## src/rtl/vga_timing_gen.sv

```systemverilog
// VGA raster timing generator.
// Walks a pixel/line raster and produces sync, blanking and end-of-line/frame
// markers. Every output is a register, and all of them describe the same pixel.
module vga_timing_gen #(
    parameter int H_ACTIVE = 800,
    parameter int H_FP     = 40,
    parameter int H_SYNC   = 128,
    parameter int H_BP     = 88,
    parameter int V_ACTIVE = 600,
    parameter int V_FP     = 1,
    parameter int V_SYNC   = 4,
    parameter int V_BP     = 23
) (
    input  logic        pclk,
    input  logic        rst,
    input  logic        en,
    output logic [10:0] hcount,
    output logic [10:0] vcount,
    output logic        hsync,
    output logic        vsync,
    output logic        hblnk,
    output logic        vblnk,
    output logic        line_end,
    output logic        frame_end,
    output logic [7:0]  frame_cnt
);

    localparam int H_TOTAL = H_ACTIVE + H_FP + H_SYNC + H_BP;
    localparam int V_TOTAL = V_ACTIVE + V_FP + V_SYNC + V_BP;

    // Both totals must fit the 11-bit counters.
    localparam bit PARAMS_OK = (H_TOTAL <= 2047) && (V_TOTAL <= 2047);

    // Raster landmarks, sized to the counters.
    localparam logic [10:0] H_LAST       = 11'(H_TOTAL - 1);
    localparam logic [10:0] V_LAST       = 11'(V_TOTAL - 1);
    localparam logic [10:0] H_BLNK_START = 11'(H_ACTIVE);
    localparam logic [10:0] V_BLNK_START = 11'(V_ACTIVE);
    localparam logic [10:0] H_SYNC_START = 11'(H_ACTIVE + H_FP);
    localparam logic [10:0] H_SYNC_END   = 11'(H_ACTIVE + H_FP + H_SYNC);
    localparam logic [10:0] V_SYNC_START = 11'(V_ACTIVE + V_FP);
    localparam logic [10:0] V_SYNC_END   = 11'(V_ACTIVE + V_FP + V_SYNC);

    logic        h_wrap;
    logic [10:0] h_next;
    logic [10:0] v_next;

    // Next raster position: hcount always steps, vcount steps only on the line wrap.
    always_comb begin
        h_wrap = (hcount == H_LAST);
        h_next = h_wrap ? 11'd0 : hcount + 11'd1;
        v_next = vcount;
        if (h_wrap) begin
            v_next = (vcount == V_LAST) ? 11'd0 : vcount + 11'd1;
        end
    end

    // Register the position and every flag together so the outputs never skew.
    // NOTE: flags are decoded from h_next/v_next, not from hcount/vcount, so the
    // registered flag lands in the same cycle as the position it describes.
    always_ff @(posedge pclk) begin
        // NOTE: non-blocking assignments throughout; every right-hand side sees
        // the pre-edge values regardless of statement order.
        if (rst) begin
            hcount    <= '0;
            vcount    <= '0;
            hsync     <= 1'b0;
            vsync     <= 1'b0;
            hblnk     <= 1'b0;
            vblnk     <= 1'b0;
            line_end  <= 1'b0;
            frame_end <= 1'b0;
            frame_cnt <= '0;
        end else if (en) begin
            hcount    <= h_next;
            vcount    <= v_next;
            hblnk     <= (h_next >= H_BLNK_START);
            vblnk     <= (v_next >= V_BLNK_START);
            hsync     <= (h_next >= H_SYNC_START) && (h_next < H_SYNC_END);
            vsync     <= (v_next >= V_SYNC_START) && (v_next < V_SYNC_END);
            line_end  <= (h_next == H_LAST);
            frame_end <= (h_next == H_LAST) && (v_next == V_LAST);
            // frame_end is high in the cycle being left, so this counts completed frames.
            if (frame_end) begin
                frame_cnt <= frame_cnt + 8'd1;
            end
        end
    end

    // Flag parameter sets whose raster totals overflow the 11-bit counters.
    a_params_fit: assert property (@(posedge pclk) PARAMS_OK)
        else $error("vga_timing_gen: H_TOTAL=%0d or V_TOTAL=%0d exceeds 2047", H_TOTAL, V_TOTAL);

endmodule
```

## config.mk

```make
export PLATFORM = sky130hd
export DESIGN_NAME = vga_timing_gen
export DESIGN_NICKNAME = d
export VERILOG_FILES = /design/src/rtl/vga_timing_gen.sv
export SDC_FILE = /design/constraint.sdc
export NUM_CORES = 1
export LEC_CHECK = 0
export BUFFER_PORTS_ARGS = -buffer_cell sky130_fd_sc_hd__buf_4
export CORE_ASPECT_RATIO = 0.7
export CORE_MARGIN = 10
export CORE_UTILIZATION = 56
export DETAILED_ROUTE_END_ITERATION = 8
export PLACE_DENSITY = 0.8
export SETUP_SLACK_MARGIN = 0.05
export SKIP_LAST_GASP = 1
export SLEW_MARGIN = 20
export SYNTH_ARGS = -nofsm -noshare
export SYNTH_HDL_FRONTEND = slang
export SYNTH_SLANG_ARGS = --single-unit
```

## constraint.sdc

```tcl
create_clock -name pclk -period 2.9 [get_ports pclk]
set_input_delay 0.435 -clock pclk [delete_from_list [all_inputs] [get_ports pclk]]
set_output_delay 0.435 -clock pclk [all_outputs]
set_load 0.03 [all_outputs]
```

==> flow_summary.ini, run 1 <==
[outcome]
status = completed

[worst_setup_path]
reg2reg_slack_ns = 0.27
cpMaxStageDelayCell = dfxtp_1
rr_startpoint = hcount[0]
required_ns = 3.09
cp-start-kind = flop
slowest_delay_ns = 0.49
critical_path_class = flop to flop
path_cells = ha_1 -> nand4_1 -> buf_4 -> or3_4 -> nor4_2 -> o22ai_1 -> a21o_1 -> a311oi_1
critPathArrivalTime_ns = 2.82
r2r_cells = 8
worst-path-max-fanout = 11
cp_top_family = simple AND/OR/NAND/NOR gates
crit_path_end_kind = flop
r2r-end = vblnk
worst-path-stages = 8
path_buf_inv = 1

[detailed_routing]
num_vias = 2369
finalWirelength_um = 6185
drtIter0Drc = 280
dr.pass1.iters = 7
viasPerCell = 6.121
drc = 0
ant_nets = 0
wl_per_cell_um = 15.98

[cts]
cts_made_buffers = 5
htreeDepth = 2
clk_latency_ns = 0.29
clockBufferDepth = 2
cts_tree = built
cts_sinks = 36
clk_pin_slew_worst_paths_ns = 0.07
clockRootBuffer = clkbuf_8

[sta]
fin_crit_sh_pct = 90.75
finalHoldViolations = 0
hold_slack_ns = 0.4977
maxSlewHeadroom_pct = 68.95
setup_viol = 0
drv_slew = 0
max_freq_mhz = 380.0
worst_pin_slew_ns = 0.4615
fin_tns_setup_ns = 0
fin_worst_skew_ns = 0.004932
period_needed_ns = 2.632
rsz0062_at_grt = false

[die]
initial_utilization_pct = 58.21
die_x_um = 96.32
io_pins = 39
die-area_um2 = 7072
die_h_um = 73.43
rows = 19
core-area_um2 = 3923

[pwr]
power_mw = 1.083
pwr_density_cell_nw_per_um2 = 395.8
ir_drop_mv = 0.3132
p_leak_nw = 1.019

[synthesis]
ys_ff_latch = 36
yosys_warnings = 0
yosysUniqueCellTypes = 56
synthSimpleGateAreaFrac_pct = 33.15
syn_area_um2 = 2283
synth_top_family_by_area = simple AND/OR/NAND/NOR gates
synth_compound_area_share_pct = 19.95
syn_nets = 308
ys_seq_area_share_pct = 31.56
synth_mux_area_share_pct = 0.9315
synthAdderAreaFrac_pct = 2.192
syn_inst = 301
synthFlopType = dfxtp_1
synth_edf_count = 0
synth.avg_cell_area_um2 = 7.586
synthArstFlopShare_pct = 0
synthXorXnorAreaFrac_pct = 6.137

[grt]
grt_pass1_wl_um = 10180
grt_usage_pct = 17.91
grt_start_max_net_pins = 40
gr-total-overflow = 0
antenna_found_initial = 0
grt_pass1_vias = 2119

[placed_design]
dpl.hpwl_um = 4415
portBuffers = 38
routabilityCongestion = 0.9322

[finish]
layout_common_cells = buf_4 (47), nor2_1 (36), dfxtp_1 (36), nand2_1 (24), a21oi_1 (20)
layout_commonest_cell = buf_4
nets = 341
filler_cell_count = 347
synthToLayoutAreaGrowth_pct = 19.78
insertedDiodeCount = 0
drive_gt1_share_pct = 18.81

[hold_path]
hold_depth = 2
min_to = frame_cnt[1]
hp-start = frame_cnt[1]
hp-class = flop to flop

[flow_run]
cap_violations = 0
## state kept, by name, summed over array words and instances, names as in the netlist
register,flops
frame_cnt,8
frame_end,1
hblnk,1
hcount,11
hsync,1
line_end,1
vblnk,1
vcount,11
vsync,1
## worst max-delay path by stage
| stage | slack (ns) | startpoint | end |
|---|---|---|---|
| after floorplan | 0.18 | hcount[1] | frame_end |
| after global placement | 0.40 | hcount[0] | vsync |
| after detailed placement | 0.23 | hcount[0] | vsync |
| after CTS | 0.20 | hcount[0] | vsync |
| after global routing | 0.06 | hcount[0] | vsync |
| final | 0.27 | hcount[0] | vblnk |
## worst min-delay path, stage by stage (launching register included)
cell and delay [ns]:
dfxtp_1 0.34, nand2_1 0.06, a21oi_1 0.06
## where the power goes
| group | switching (mW) | total (mW) | leakage, nW | internal, mW |
|---|---|---|---|---|
| Sequential | 0.0118 | 0.514 | 0.292 | 0.502 |
| Clock | 0.184 | 0.488 | 0.0645 | 0.303 |
| Combinational | 0.0540 | 0.0813 | 0.663 | 0.0273 |
| Total | 0.250 | 1.08 | 1.02 | 0.833 |
## layer usage
layer	wire, um	vias to the layer above	global-route usage [%]	part of all wire (%)
li1	-	1163	-	-
met1	2968	1075	24.99	48
met2	2504	118	24.35	40
met3	624	13	7.121	10
met4	87	0	5.627	1.4
met5	0	-	0	0
## stage by stage
step,utilization [%],area (um^2),std cells,setup slack (ns)
final,69.73,2735,387,0.2683
after floorplan,-,2283,301,0.1762
after global routing,69.73,2735,387,0.06142
after CTS,69.31,2719,386,0.2029
after detailed placement,66.09,2592,378,0.2293
after global placement,66.09,2592,378,0.3996
## logic make-up (layout without fill, tap and decap cells)
family / Yosys count / after routing
compound gates: 70 / 70
xor+xnor: 16 / 16
fa+ha+maj: 4 / 4
buf+inv: 31 / 65
flops: 36 / 36
mux: 2 / 2
simple gates: 142 / 142
## area by class of cell
type	count	area, um^2	share of cell area, %
inverter	10	37.54	1.372
sequential	36	720.7	26.35
timing repair buffer	47	352.8	12.90
clock inverter	1	30.03	1.098
clock buffer	7	96.34	3.522
tap	52	65.06	2.379
multi-input combinational	234	1433	52.38
## cells in the mapped netlist, drive strengths merged (2+ instances only)
cell type	number	area share [%]
a31oi	3	0.82
xnor2	8	3.1
nor3	13	3.1
o211ai	4	1.3
nand2b	3	0.82
buf	5	1.8
o2bb2ai	2	0.77
and2	2	0.55
nor4b	2	0.77
or4	2	0.82
nand4	10	2.7
and3	6	1.6
clkbuf	16	2.6
nand2	24	3.9
nand4b	2	0.77
xor2	8	3.1
dfxtp	36	32
o21ai	15	3.3
or3	8	2.4
a21oi	20	4.4
nand3	18	3.9
o211a	3	1.3
a211oi	8	2.6
nor2	36	5.9
a21boi	3	0.99
inv	10	1.6
nor2b	2	0.55
ha	4	2.2
nor4	6	2.2
nor3b	2	0.66
## repair_timing
item / CTS / global route
hold buffers: 0 / 0
setup buffers: 0 / 1
gates resized for setup: 0 / 1
endpoints found under the setup margin: 0 / 2
(Power assumes the default switching activity.)
==> run 2, diff against run 1 <==
--- a/config.mk
+++ b/config.mk
@@ -8,9 +8,10 @@
 export BUFFER_PORTS_ARGS = -buffer_cell sky130_fd_sc_hd__buf_4
 export CORE_ASPECT_RATIO = 0.7
 export CORE_MARGIN = 10
-export CORE_UTILIZATION = 56
+export CORE_UTILIZATION = 57
+export CTS_BUF_LIST = sky130_fd_sc_hd__clkbuf_2
 export DETAILED_ROUTE_END_ITERATION = 8
-export PLACE_DENSITY = 0.8
+export PLACE_DENSITY = 0.81
 export SETUP_SLACK_MARGIN = 0.05
 export SKIP_LAST_GASP = 1
 export SLEW_MARGIN = 20
==> run 2 against run 1 <==
  * Global-route usage shrank 0.89 points
  * Clock power shrank 56%
  * Register-to-register slack gained 0.05 ns
  * Count of clock-buffer cells in the layout shrank 1
  * Non-clock buffer count grew 2
  * Critical endpoint unchanged
  * Highest routed layer unchanged
==> flow_summary.ini, run 2 (synthesis results as in run 1) <==
[outcome]
status = completed

[finish]
synthToLayoutAreaGrowth_pct = 16.44
regArea_um2 = 720.7
multi_input_area_um2 = 1433
layout_commonest_cell = buf_4
filler_cell_count = 354
nets = 343
fin_area_um2 = 2659
layout_common_cells = buf_4 (49), nor2_1 (36), dfxtp_1 (36), nand2_1 (24), a21oi_1 (20)
post-route-util_pct = 68.20
reg_top3 = hcount (11), vcount (11), frame_cnt (8)
insertedDiodeCount = 0
drive_gt1_share_pct = 19.05

[cts]
cts_sinks = 36
clockBufferDepth = 2
cts_tree = built
htreeDepth = 2
cts_made_buffers = 5
clk_latency_ns = 0.37
postCtsHoldBufs = 0
clockRootBuffer = clkbuf_2
clk_pin_slew_worst_paths_ns = 0.18

[placed_design]
portBuffers = 38
routabilityCongestion = 0.9469
placed_area_um2 = 2608
place_ws_ns = 0.2384
dpl.hpwl_um = 4368

[flow_run]
cap_violations = 0

[worst_setup_path]
crit_path_end_kind = flop
worst-path-max-fanout = 11
critPathArrivalTime_ns = 2.89
required_ns = 3.20
cp-start-kind = flop
critical_path_class = flop to flop

[pwr]
p_leak_nw = 0.9948
p_int_mw = 0.5864
ir_drop_mv = 0.2483
power.switching_mw = 0.2215
p_seq_share_pct = 63.9
p_sw_share_pct = 27.42
clock_power_share_pct = 26.6
pwr_density_cell_nw_per_um2 = 303.9
comb_power_share_pct = 9.5

[hold_path]
hp-class = primary input to flop

[detailed_routing]
drtIter0Drc = 271
wl_per_cell_um = 15.15
dr.pass1.iters = 5
viasPerCell = 6.059
finalWirelength_um = 5877
ant_nets = 0
num_vias = 2351
drc = 0

[die]
die-area_um2 = 6978
rows = 19
die_h_um = 72.96
io_pins = 39
core-area_um2 = 3899
initial_utilization_pct = 58.57
die_x_um = 95.65

[grt]
grt_usage_pct = 17.02
antenna_found_initial = 0
grt_pass1_wl_um = 9742
gr-total-overflow = 0
grt_pass1_vias = 2108
grt_start_max_net_pins = 40

[sta]
maxSlewHeadroom_pct = 67.94
setup_viol = 0
worst_pin_slew_ns = 0.4780
period_needed_ns = 2.585
fin_ws_ns = 0.3148
rsz0062_at_grt = false
fin_crit_sh_pct = 89.14
max_freq_mhz = 386.8
fin_tns_setup_ns = 0
drv_slew = 0
fin_worst_skew_ns = 0.01315
finalHoldViolations = 0
-- run 2: per-stage QoR --
stage | instances | power (mW) | hold slack [ns]
after floorplan | 301 | 0.5778 | 0.5820
after global placement | 380 | 0.6015 | 0.4538
after detailed placement | 380 | 0.6032 | 0.4468
after CTS | 387 | 0.8161 | 0.4382
after global routing | 388 | 0.8470 | 0.4290
final | 388 | 0.8079 | 0.4490
-- run 2: repair_timing --
action                     4_1_cts  5_1_grt
gates resized for setup          0        1
setup endpoints to repair        0        3
buffers inserted                 0        1
-- run 2: per-layer routing --
metal / GRT usage [%] / vias to the layer above / wire length (um)
li1: - / 1172 / -
met1: 24.29 / 1062 / 2832
met2: 23.54 / 108 / 2347
met3: 7.297 / 9 / 660
met4: 1.958 / 0 / 37
met5: 0 / - / 0
-- run 2: critical path, cell delays in order, from the launching register on --
cell and delay (ns):
dfxtp_1 0.52, ha_1 0.33, nand4_1 0.12, buf_4 0.19, or3_4 0.45, nor4_2 0.32
o22ai_1 0.14, a21o_1 0.22, a311oi_1 0.23
-- run 2: power by group through the flow --
stage	registers [mW]	clock network, mW	logic (mW)
global placement	0.526	0	0.0756
global route	0.519	0.244	0.0840
detailed placement	0.527	0	0.0764
CTS	0.517	0.223	0.0767
floorplan	0.539	0	0.0393
finish	0.517	0.215	0.0766
-- run 2: layout make-up --
cell class	count	area share [%]
Timing Repair Buffer	49	13.84
Sequential cell	36	27.11
Clock inverter	1	0.1882
Inverter	10	1.412
Tap cell	52	2.447
Multi-Input combinational cell	234	53.88
Clock buffer	6	1.129
-- run 2: worst paths after layout --
path              from        end  slack [ns]  cells after the start
max          hcount[1]      vblnk        0.31                      8
max reg2reg  hcount[1]      vblnk        0.31                      8
min                rst  vcount[0]        0.45                      2
min reg2reg      hsync      hsync        0.50                      2
==> run 3, diff against run 2 <==
--- a/config.mk
+++ b/config.mk
@@ -9,9 +9,10 @@
 export CORE_ASPECT_RATIO = 0.7
 export CORE_MARGIN = 10
 export CORE_UTILIZATION = 57
-export CTS_BUF_LIST = sky130_fd_sc_hd__clkbuf_2
+export CTS_BUF_LIST = sky130_fd_sc_hd__clkbuf_8
 export DETAILED_ROUTE_END_ITERATION = 8
 export PLACE_DENSITY = 0.81
+export RECOVER_POWER = 100
 export SETUP_SLACK_MARGIN = 0.05
 export SKIP_LAST_GASP = 1
 export SLEW_MARGIN = 20
==> run 3 against run 2 <==
  * Die area is the same
  * Fmax fell by 0.57%
  * Sequential power barely moved
  * Sequential cell count did not move
  * Via count rose by 0.17%
  * Count of clock-buffer cells in the layout down 1
  * Worst hold slack better by 0.029 ns
  * Combinational power decreased by 9.4%
  * Clock skew is 0.0071 ns lower
  * Clock power grew 49%
  * Power is 12% higher
  * First-iteration DRC count is 16% lower
  * Highest routed layer unchanged
==> flow_summary.ini, run 3 (synthesis results as in run 1) <==
[detailed_routing]
drc = 0
num_vias = 2355
viasPerCell = 6.070
finalWirelength_um = 5854
wl_per_cell_um = 15.09
drtIter0Drc = 228
dr.pass1.iters = 6
ant_nets = 0

[worst_setup_path]
critPathArrivalTime_ns = 2.82
crit_start = hcount[1]
rr_startpoint = hcount[1]
required_ns = 3.12
cp-start-kind = flop
critical_path_class = flop to flop
crit_path_end_kind = flop
worst-path-max-fanout = 10
r2r_cells = 9

[finish]
drive_gt1_share_pct = 6.845
synthToLayoutAreaGrowth_pct = 11.89
layout_commonest_cell = clkbuf_1
fin_area_um2 = 2555
reg_top3 = hcount (11), vcount (11), frame_cnt (8)
fin_cells = 388
layout_common_cells = clkbuf_1 (39), nor2_1 (36), dfxtp_1 (36), nand2_1 (24), a21oi_1 (20)
nets = 343
post-route-util_pct = 65.53
filler_cell_count = 369
insertedDiodeCount = 0

[die]
die_x_um = 95.65
rows = 19
die_h_um = 72.96
io_pins = 39
die-area_um2 = 6978
initial_utilization_pct = 58.57
core-area_um2 = 3899

[placed_design]
routabilityCongestion = 0.9469
place_inst = 380
placed_area_um2 = 2608
portBuffers = 38
place_ws_ns = 0.2384
dpl.hpwl_um = 4368

[sta]
setup_viol = 0
fin_tns_setup_ns = 0
fin_crit_sh_pct = 89.66
fin_ws_ns = 0.3000
period_needed_ns = 2.600
finalHoldViolations = 0
drv_slew = 0
fin_worst_skew_ns = 0.006058
maxSlewHeadroom_pct = 1.426
max_freq_mhz = 384.6
rsz0062_at_grt = false
worst_pin_slew_ns = 1.479

[cts]
cts_sinks = 36
cts_tree = built
clk_pin_slew_worst_paths_ns = 0.07
clockBufferDepth = 2
clk_latency_ns = 0.28
cts_made_buffers = 5
postCtsHoldBufs = 0
htreeDepth = 2
clockRootBuffer = clkbuf_8

[grt]
grt_pass1_vias = 2091
grt_usage_pct = 16.96
grt_pass1_wl_um = 9729
grt_start_max_net_pins = 40
gr-total-overflow = 0
antenna_found_initial = 0

[outcome]
status = completed

[hold_path]
hold_depth = 2
hp-start = hsync
hp-class = flop to flop

[pwr]
ir_drop_mv = 0.2787
p_leak_nw = 0.8480
pwr_density_cell_nw_per_um2 = 354.8

[flow_run]
cap_violations = 0
-- run 3: cell types whose count changed in the layout (fill, tap and decap cells not counted) --
cell	previous run	this run
clkbuf_1	0	39
clkbuf_8	0	5
o21ai_1	2	1
inv_1	10	11
and2_1	2	1
and2_0	0	1
o21ai_0	13	14
clkbuf_2	6	0
mux2_1	0	1
buf_4	49	10
mux2_2	1	0
-- run 3: per-stage QoR --
step	total power, mW	hold slack [ns]
final	0.9065	0.4780
after global placement	0.6015	0.4538
after floorplan	0.5778	0.5820
after global routing	0.9458	0.4871
after detailed placement	0.6032	0.4468
after CTS	0.9236	0.4753
-- run 3: layout make-up --
cell class	count	area, um^2	area share [%]
Timing Repair Buffer	49	221.5	8.668
Multi-Input combinational cell	234	1433	56.07
Inverter	10	37.54	1.469
Tap cell	52	65.06	2.547
Clock inverter	2	8.758	0.3428
Clock buffer	5	68.82	2.693
Sequential cell	36	720.7	28.21
-- run 3: final timing paths --
kind,slack [ns],end
hold / removal,0.48,hsync
hold reg to reg,0.48,hsync
setup reg to reg,0.30,hsync
setup / recovery,0.30,hsync
-- run 3: timing repair --
action                                  4_1_cts  5_1_grt
endpoints found under the setup margin        0        2
gates resized for setup                       0        1
buffers inserted                              0        1
-- run 3: worst max-delay path, cell delays in order, from the launching register on --
cell	delay (ns)
dfxtp_1	0.48
ha_1	0.34
nand4_1	0.12
buf_4	0.19
clkbuf_1	0.16
nor4_1	0.32
a211oi_1	0.15
a311o_1	0.32
a2111o_1	0.39
nand3_1	0.09
-- run 3: where the power goes --
group	switching, mW	internal, mW	total [mW]
clock	0.162	0.159	0.321
sequential	0.0135	0.502	0.516
combinational	0.0503	0.0191	0.0694
total	0.226	0.681	0.906
-- run 3: layer usage --
| metal | vias to the layer above | global-route usage [%] | part of all wire (%) |
|---|---|---|---|
| met5 | - | 0 | 0 |
| met4 | 0 | 3.426 | 0.60 |
| met3 | 4 | 6.372 | 11 |
| met2 | 114 | 23.16 | 39 |
| met1 | 1065 | 24.41 | 49 |
| li1 | 1172 | - | - |
